===== config.mk =====
export PLATFORM = sky130hd
export DESIGN_NAME = data_store_buffer
export DESIGN_NICKNAME = d
export VERILOG_FILES = /design/src/rtl/data_store_buffer.sv
export SDC_FILE = /design/constraint.sdc
export NUM_CORES = 1
export LEC_CHECK = 0
export BUFFER_PORTS_ARGS = -buffer_cell sky130_fd_sc_hd__buf_2
export CAP_MARGIN = 20
export CORE_MARGIN = 2
export CORE_UTILIZATION = 30
export DETAILED_ROUTE_END_ITERATION = 8
export RECOVER_POWER = 50
export SLEW_MARGIN = 40
export SYNTH_ARGS = -nofsm -noshare
export SYNTH_HDL_FRONTEND = slang
export SYNTH_SLANG_ARGS = --single-unit
export TNS_END_PERCENT = 20

===== constraint.sdc =====
create_clock -name clk -period 3.64 [get_ports clk]
set_input_delay 0.182 -clock clk [delete_from_list [all_inputs] [get_ports clk]]
set_output_delay 0.182 -clock clk [all_outputs]
set_load 0.02 [all_outputs]

===== src/rtl/data_store_buffer.sv =====
`default_nettype none
// ============================================================================
// Module      : data_store_buffer
// Description : Posted-write buffer between the CPU memory stage and a
//               two-cycle-per-store data memory. Stores are queued in a FIFO
//               without stalling and drained in the background; loads pass
//               straight through unless an older queued store hits the same
//               word.
// Revision    : 1.0 - initial release
// ============================================================================
module data_store_buffer #(
    parameter int DEPTH       = 4,
    parameter int WORD_ADDR_W = 10
) (
    input  logic        clk,
    input  logic        rst_n,
    // CPU memory-stage side
    input  logic [31:0] cpu_addr,
    input  logic [31:0] cpu_write_data,
    input  logic        cpu_memwrite,
    input  logic        cpu_memread,
    input  logic [3:0]  cpu_sign_mask,
    output logic [31:0] cpu_read_data,
    output logic        cpu_stall,
    // Data memory side
    output logic [31:0] mem_addr,
    output logic [31:0] mem_write_data,
    output logic        mem_memwrite,
    output logic        mem_memread,
    output logic [3:0]  mem_sign_mask,
    input  logic [31:0] mem_read_data,
    input  logic        mem_clk_stall
);

    localparam int c_ptr_w = (DEPTH > 1) ? $clog2(DEPTH) : 1;
    localparam int c_cnt_w = c_ptr_w + 1;
    localparam logic [c_cnt_w-1:0] c_full = c_cnt_w'(DEPTH);

    typedef enum logic [0:0] {
        S_IDLE = 1'b0,
        S_WAIT = 1'b1
    } state_t;

    // FIFO storage (no reset needed: validity is tracked by count/pointers)
    logic [31:0]        fifo_addr_q [DEPTH];
    logic [31:0]        fifo_data_q [DEPTH];
    logic [3:0]         fifo_mask_q [DEPTH];

    logic [c_ptr_w-1:0] rd_ptr_q, rd_ptr_d;
    logic [c_ptr_w-1:0] wr_ptr_q, wr_ptr_d;
    logic [c_cnt_w-1:0] count_q, count_d;
    state_t             state_q, state_d;

    // Values presented to data memory for the store in flight; held while
    // the memory completes the write and between transactions.
    logic [31:0]        out_addr_q;
    logic [31:0]        out_data_q;
    logic [3:0]         out_mask_q;

    logic               conflict;
    logic               load_issue;
    logic               store_req;
    logic               push;
    logic               pop;
    logic               drain_start;

    // Word-address match against every occupied FIFO slot, including the
    // head entry that may currently be in flight.
    always_comb begin
        logic [c_ptr_w-1:0] offset;
        conflict = 1'b0;
        offset   = '0;
        for (int i = 0; i < DEPTH; i++) begin
            offset = c_ptr_w'(i) - rd_ptr_q;
            if (({1'b0, offset} < count_q) &&
                (fifo_addr_q[i][WORD_ADDR_W+1:2] == cpu_addr[WORD_ADDR_W+1:2])) begin
                conflict = 1'b1;
            end
        end
    end

    // Request arbitration: an issuable load wins over starting a drain;
    // a combined read/write request is treated purely as a load.
    always_comb begin
        load_issue  = cpu_memread && (state_q == S_IDLE) && !conflict;
        store_req   = cpu_memwrite && !cpu_memread;
        pop         = (state_q == S_WAIT);
        push        = store_req && ((count_q != c_full) || pop);
        drain_start = (state_q == S_IDLE) && (count_q != '0) &&
                      !load_issue && !mem_clk_stall;
        cpu_stall   = (cpu_memread && !load_issue) || (store_req && !push);
    end

    // Downstream drive: load address straight through, else the head entry
    // when a drain starts, else the held values of the last store.
    always_comb begin
        mem_memread    = load_issue;
        mem_memwrite   = drain_start;
        mem_addr       = out_addr_q;
        mem_write_data = out_data_q;
        mem_sign_mask  = out_mask_q;
        if (load_issue) begin
            mem_addr      = cpu_addr;
            mem_sign_mask = cpu_sign_mask;
        end else if (drain_start) begin
            mem_addr       = fifo_addr_q[rd_ptr_q];
            mem_write_data = fifo_data_q[rd_ptr_q];
            mem_sign_mask  = fifo_mask_q[rd_ptr_q];
        end
        cpu_read_data = mem_read_data;
    end

    // Next-state for pointers, occupancy and the drain FSM.
    always_comb begin
        rd_ptr_d = rd_ptr_q;
        wr_ptr_d = wr_ptr_q;
        count_d  = count_q;
        state_d  = state_q;
        if (pop) begin
            rd_ptr_d = rd_ptr_q + c_ptr_w'(1);
        end
        if (push) begin
            wr_ptr_d = wr_ptr_q + c_ptr_w'(1);
        end
        if (push && !pop) begin
            count_d = count_q + c_cnt_w'(1);
        end else if (pop && !push) begin
            count_d = count_q - c_cnt_w'(1);
        end
        case (state_q)
            S_IDLE:  if (drain_start) state_d = S_WAIT;
            S_WAIT:  state_d = S_IDLE;
            default: state_d = S_IDLE;
        endcase
    end

    // Control state and held downstream values; reset discards the queue.
    always_ff @(posedge clk or negedge rst_n) begin
        if (!rst_n) begin
            rd_ptr_q   <= '0;
            wr_ptr_q   <= '0;
            count_q    <= '0;
            state_q    <= S_IDLE;
            out_addr_q <= '0;
            out_data_q <= '0;
            out_mask_q <= '0;
        end else begin
            rd_ptr_q <= rd_ptr_d;
            wr_ptr_q <= wr_ptr_d;
            count_q  <= count_d;
            state_q  <= state_d;
            if (drain_start) begin
                out_addr_q <= fifo_addr_q[rd_ptr_q];
                out_data_q <= fifo_data_q[rd_ptr_q];
                out_mask_q <= fifo_mask_q[rd_ptr_q];
            end
        end
    end

    // FIFO write port.
    always_ff @(posedge clk) begin
        if (push) begin
            fifo_addr_q[wr_ptr_q] <= cpu_addr;
            fifo_data_q[wr_ptr_q] <= cpu_write_data;
            fifo_mask_q[wr_ptr_q] <= cpu_sign_mask;
        end
    end

endmodule
`default_nettype wire


Word-level counts from Yosys, hierarchy flattened. Memory sizes are Yosys's and may differ from the RTL's. Index checks and enable logic that the tools add are counted.

Register bits after elaboration: 76. Memory bits (writable): 272. Input port bits: 105. Output and inout bits: 103. Logic and storage cells: 69. Memories kept: 3.

Memory list: fifo_addr_q (depth 4, bits a word 32, read ports 5, clocked after Yosys merged registers in 0, write ports 1, RTL line 45) `logic [31:0] fifo_addr_q [DEPTH];`; fifo_data_q (depth 4, bits a word 32, read ports 1, clocked after Yosys merged registers in 0, write ports 1, RTL line 46) `logic [31:0] fifo_data_q [DEPTH];`; fifo_mask_q (depth 4, bits a word 4, read ports 1, clocked after Yosys merged registers in 0, write ports 1, RTL line 47) `logic [3:0] fifo_mask_q [DEPTH];`.

Add/sub/neg operators: 8. $lt $le $gt $ge: 4. Equal/unequal tests: 5. Mux-type cells: 16. Bitwise operators: 1. Reductions and logical operators: 25.

Operators with widths (number): 32-bit 2-to-1 mux (4); 10-bit equality test (4); 1-bit logical AND (15); 2-bit by 3-bit < comparator with 1-bit output (4); 4-bit 2-to-1 mux (2); 1-bit 2-to-1 mux (7); 1-bit logical NOT (6); 3-bit 2-to-1 mux (2); 2-bit by 1-bit adder with 2-bit output, second input constant (2); 1-bit by 2-bit subtractor with 2-bit output, first input constant (2); 2-bit subtractor, first input constant (2); 3-bit by 1-bit adder with 3-bit output, second input constant (1); 3-bit inequality test, second input constant (1); 3-bit nonzero test (1); 3-bit by 1-bit subtractor with 3-bit output, second input constant (1); 1-bit logical OR (2); 1-bit one-hot mux with 2 select lines (1); 2-bit nonzero test (1); 1-bit inverter (1).

Longest topological paths before layout.
Depth in word-level cells: 14. Depth in mapped cells: 13. Mapped depth without buffers: 8.

Least setup slack after synthesis. OpenSTA, ideal clock, no wires.

Path kind: register -> register. From: reg count_q[2]. To: mem fifo_addr_q[0][0] (enable). Library setup time: 0.433 ns. Arrival time: 2.784 ns. Required time: 3.207 ns. Slack: 0.423 ns. Cell stages (with the launch flop): 4. Buffers on the path: 0. Clock period less this slack: 3.217 ns. Cells stage by stage: dfrtp_1 -> nor4b_1 -> nor3b_1 -> and2_1.

Word-level cells in the longest chain between the ends: 5.

RTL lines: from (decl) (RTL line 51) `logic [c_cnt_w-1:0] count_q, count_d;`; from (signal assigned) (RTL line 150) `count_q <= count_d;`; 3-bit inequality test (RTL line 88) `push = store_req && ((count_q != c_full) || pop);`; 1-bit logical OR (RTL line 88); 1-bit logical AND (RTL line 88); net push (RTL line 63) `logic push;`; 1-bit 2-to-1 mux (RTL line 162) `if (push) begin`; 1-bit 2-to-1 mux (implied by the code) (RTL line 163) `fifo_addr_q[wr_ptr_q] <= cpu_addr;`; to (decl) (RTL line 45).

The timed path passes the listed nets, and every way through them passes these cells.

Worst setup path in the final report.
From: reg rd_ptr_q[1]. To: out mem_write_data[17].

Word-level cells in the longest chain between the ends: 14. Elaborated cells on any way between the ends: 24. Those cells by class: add/sub (4); order compare (4); mux (6); reduce/logical (9); memory (1).

RTL lines: from (decl) (RTL line 49) `logic [c_ptr_w-1:0] rd_ptr_q, rd_ptr_d;`; from (signal assigned) (RTL line 148) `rd_ptr_q <= rd_ptr_d;`; 1-bit by 2-bit subtractor with 2-bit output (RTL line 74) `offset = c_ptr_w'(i) - rd_ptr_q;`; 2-bit by 3-bit < comparator with 1-bit output (RTL line 75) `if (({1'b0, offset} < count_q) &&`; 1-bit logical AND (RTL line 75); 1-bit 2-to-1 mux (4 in a row) (RTL line 75); 1-bit logical NOT (RTL line 85) `load_issue = cpu_memread && (state_q == S_IDLE) && !conflict;`; 1-bit logical AND (RTL line 85); 1-bit logical NOT (RTL line 90) `!load_issue && !mem_clk_stall;`; 1-bit logical AND (RTL line 89) `drain_start = (state_q == S_IDLE) && (count_q != '0) &&`; 1-bit logical AND (RTL line 90); 32-bit 2-to-1 mux (RTL line 105) `end else if (drain_start) begin`; 32-bit 2-to-1 mux * (RTL line 102) `if (load_issue) begin`; to (decl) (RTL line 27) `output logic [31:0] mem_write_data,`.

Mark *: on every way between the ends. The rest lies on a longest branch, timed or not.

==> flow_summary_export.csv <==
group,metric,value,unit
run_status,status,"complete, but fails checks",
run_status,violations,"max-capacitance violations, max-slew violations",
placed_design,dp_cells,1598,
min_path,holdPathStages,4,
clock_tree,cts.clk_slew.worst_paths,0.06,ns
job,cap_violations,1,
layout,area_growth,22.0,%
power_and_ir_drop,power_density,771,nW/um2
timing,timing.fmax,281,MHz
timing,finClkSkew,0.0102,ns
routing,num_vias,7956,
timing,fin_crit_sh,97.8,%
worst_setup_path,timing.rr.start,"rd_ptr_q[1]",
worst_setup_path,crit_slowest_cell,"dfrtp_4",
placed_design,dp_slack,0.590,ns
floorplanning,start_util,30.5,%
floorplanning,die_y,227,um
worst_setup_path,reg2regPathDepth,9,
layout,multi_input_area,4410,um2
synth,syn_avg_cell_area,17.6,um2
global_route,grt_usage,13.1,%
worst_setup_path,r2r_end,"out_data_q[5]",
routing,firstDrtPassIters,4,
synth,yosys_warnings,0,
placed_design,hpwl,19500,um
worst_setup_path,endpoint,"mem_write_data[17]",
layout,finalNonFillerCells,1741,
synth,syn_inst,852,
worst_setup_path,worstPathArrival,3.38,ns
timing,rsz0062_at_grt,"true",
power_and_ir_drop,p_leak,6.70,nW
clock_tree,cts_tree,"yes",
clock_tree,numCtsBuffers,39,
layout,antenna_cells,0,
layout,regArea,10100,um2
worst_setup_path,required,3.46,ns
synth,yosysSeqAreaShare,67.3,%
floorplanning,die_area,51700,um2
min_path,min_path_type,"in2reg",
floorplanning,die_width,227,um
routing,post_drt_wl_per_cell,19.3,um
placed_design,globalplace.congestion,0.677,
global_route,grt_pass1_vias,8411,
synth,netlist_area,15000,um2
global_route,antenna_found_initial,1,
worst_setup_path,critPathMaxStageDelay,0.51,ns
routing,finalWirelength,33600,um
worst_setup_path,path_cells,"xor2_1, inv_1, ha_1, a21oi_1, o21ai_1, o41ai_4, o31ai_4, buf_12, mux2_2, buf_2",
timing,whs,0.245,ns
routing,final_antenna_net_count,0,
timing,slew_headroom,-78.7,%
timing,tightest_slew,2.68,ns
synth,syn-num-nets,967,
worst_setup_path,worst-setup-path-type,"reg2out",
layout,fillCellCount,4660,
floorplanning,fp-row-count,81,
clock_tree,cts.sinks,348,
timing,final_max_slew_viol_count,48,
layout,final_util,37.2,%
clock_tree,cts_buffer_depth,3,
clock_tree,ctsRootBufferMaster,"clkbuf_16",
timing,finalSetupViolCount,0,
worst_setup_path,critPathMaxFanout,33,
routing,drtIter0Drc,444,
timing,setup-tns-final,0,ns
layout,fin_area,18300,um2
clock_tree,cts-htree-levels,2,
worst_setup_path,reg2reg_slack,0.72,ns
global_route,grt_overflow,0,
power_and_ir_drop,peakVddDrop,0.000434,V
synth,ys_types,38,
timing,fin_ws,0.0808,ns
routing,vias_per_cell,4.57,
global_route,grt_max_degree,68,
worst_setup_path,start_kind,"flip-flop",
power_and_ir_drop,power.total,14.1,mW
synth,ys_seq_elements,348,
routing,drc,0,
timing,post-route-min-period,3.56,ns
clock_tree,clk_latency,0.54,ns
layout,nets,1163,
floorplanning,core-area,49100,um2
global_route,grt_pass1_wl,50700,um
placed_design,placed_cell_area,16300,um2
placed_design,io_buffers,143,
worst_setup_path,critPathLaunch,"rd_ptr_q[1]",
timing,hold_viol,0,
floorplanning,io_pins,208,
layout,drive_gt1_share,31.8,%
worst_setup_path,critPathCaptureType,"output pin",
-- metal layers --
| metal | vias to the layer above | wire length, um | GRT usage, % |
|---|---|---|---|
| met5 | - | 9 | 0 |
| met4 | 2 | 704 | 4.47 |
| met3 | 55 | 1310 | 2.21 |
| met2 | 160 | 16900 | 22.9 |
| met1 | 4119 | 14600 | 16.4 |
| li1 | 3620 | - | - |
-- registers in the layout, summed over array words and instances, names as in the netlist --
signal / flops
out_addr_q: 32
count_q: 3
out_mask_q: 4
wr_ptr_q: 2
pop: 1
fifo_addr_q: 128
fifo_mask_q: 16
out_data_q: 32
rd_ptr_q: 2
fifo_data_q: 128
-- Yosys cell counts (all sizes together) --
master / n / area, um2
mux2i: 1 / 10.0
nor4: 7 / 50.1
o21bai: 1 / 7.51
o41ai: 1 / 16.3
nand2b: 1 / 6.26
a21boi: 1 / 7.51
nor3: 3 / 20.0
nand4: 3 / 18.8
nor2: 3 / 11.3
mux2: 101 / 1290
nor3b: 1 / 7.51
o211ai: 1 / 7.51
o21ai: 4 / 20.0
o31ai: 1 / 7.51
xnor2: 13 / 114
ha: 9 / 113
or3: 1 / 6.26
inv: 9 / 33.8
nand2: 111 / 417
edfxtp: 272 / 8170
clkbuf: 24 / 90.1
buf: 60 / 429
dfrtp: 76 / 1900
xor2: 34 / 298
nand3: 1 / 5.00
and2: 4 / 25.0
a21oi: 3 / 15.0
o2bb2ai: 36 / 315
mux4: 68 / 1530
fa: 1 / 20.0
nor4b: 1 / 8.76
-- cells in the final DEF (no fill, tap or decap), types with 10 or more instances in the layout --
cell type and n:
xor2_1 34, dlygate4sd3_1 69, dfrtp_1 74, clkbuf_16 40, o2bb2ai_1 36, mux2_2 61, xnor2_1 13, clkbuf_1 76
mux2_4 40, nand2_1 111, clkinv_2 10, mux4_2 68, buf_4 13, edfxtp_1 272, buf_2 76
-- worst min path at each step --
stage                startpoint             end  slack, ns
detailed placement        rst_n  out_data_q[20]       0.32
global route        cpu_memread     wr_ptr_q[0]       0.29
floorplan                 rst_n      count_q[0]      -0.11
global placement          rst_n  out_data_q[20]       0.32
CTS                 cpu_memread     wr_ptr_q[0]        0.1
finish              cpu_memread     wr_ptr_q[0]       0.24
-- critical path: cells and delay by family (launching register included) --
kind / cells / cell delay (ns)
multiplexers: 1 / 0.40
XOR/XNOR: 1 / 0.25
buffers and inverters: 3 / 0.54
adder cells (fa/ha/maj): 1 / 0.28
AO/OA/AOI/OAI: 4 / 0.83
flip-flops: 1 / 0.51
-- where the power goes --
part | leakage, nW | internal, mW | switching, mW
Combinational | 2.69 | 2.28 | 2.52
Clock | 0.623 | 2.33 | 1.57
Sequential | 3.38 | 5.06 | 0.327
-- final cells by class --
cell class / count / area share [%]
Clock buffer: 51 / 5.75
Tap cell: 664 / 4.55
Inverter: 9 / 0.185
Clock inverter: 19 / 1.14
Sequential cell: 348 / 55.2
Multi-Input combinational cell: 411 / 24.1
Timing Repair Buffer: 239 / 9.08
-- timing repair --
action / in CTS / in global routing
hold endpoints to repair: 318 / 0
resized for setup: 1 / 7
gates cloned: 1 / 1
pin swaps: 0 / 3
buffers inserted: 0 / 2
hold buffers: 69 / 0
endpoints found under the setup margin: 5 / 68
-- logic make-up after synthesis --
| logic type | synth area share [%] |
|---|---|
| DFF | 67.3 |
| AOI/OAI and AO/OA | 2.65 |
| xor gates and xnor gates | 2.75 |
| buffers and inverters | 3.69 |
| muxes | 18.9 |
| adders and majority gates | 0.886 |
| and+or+nand+nor | 3.85 |
No activity file was read; power rests on OpenSTA's default activity.
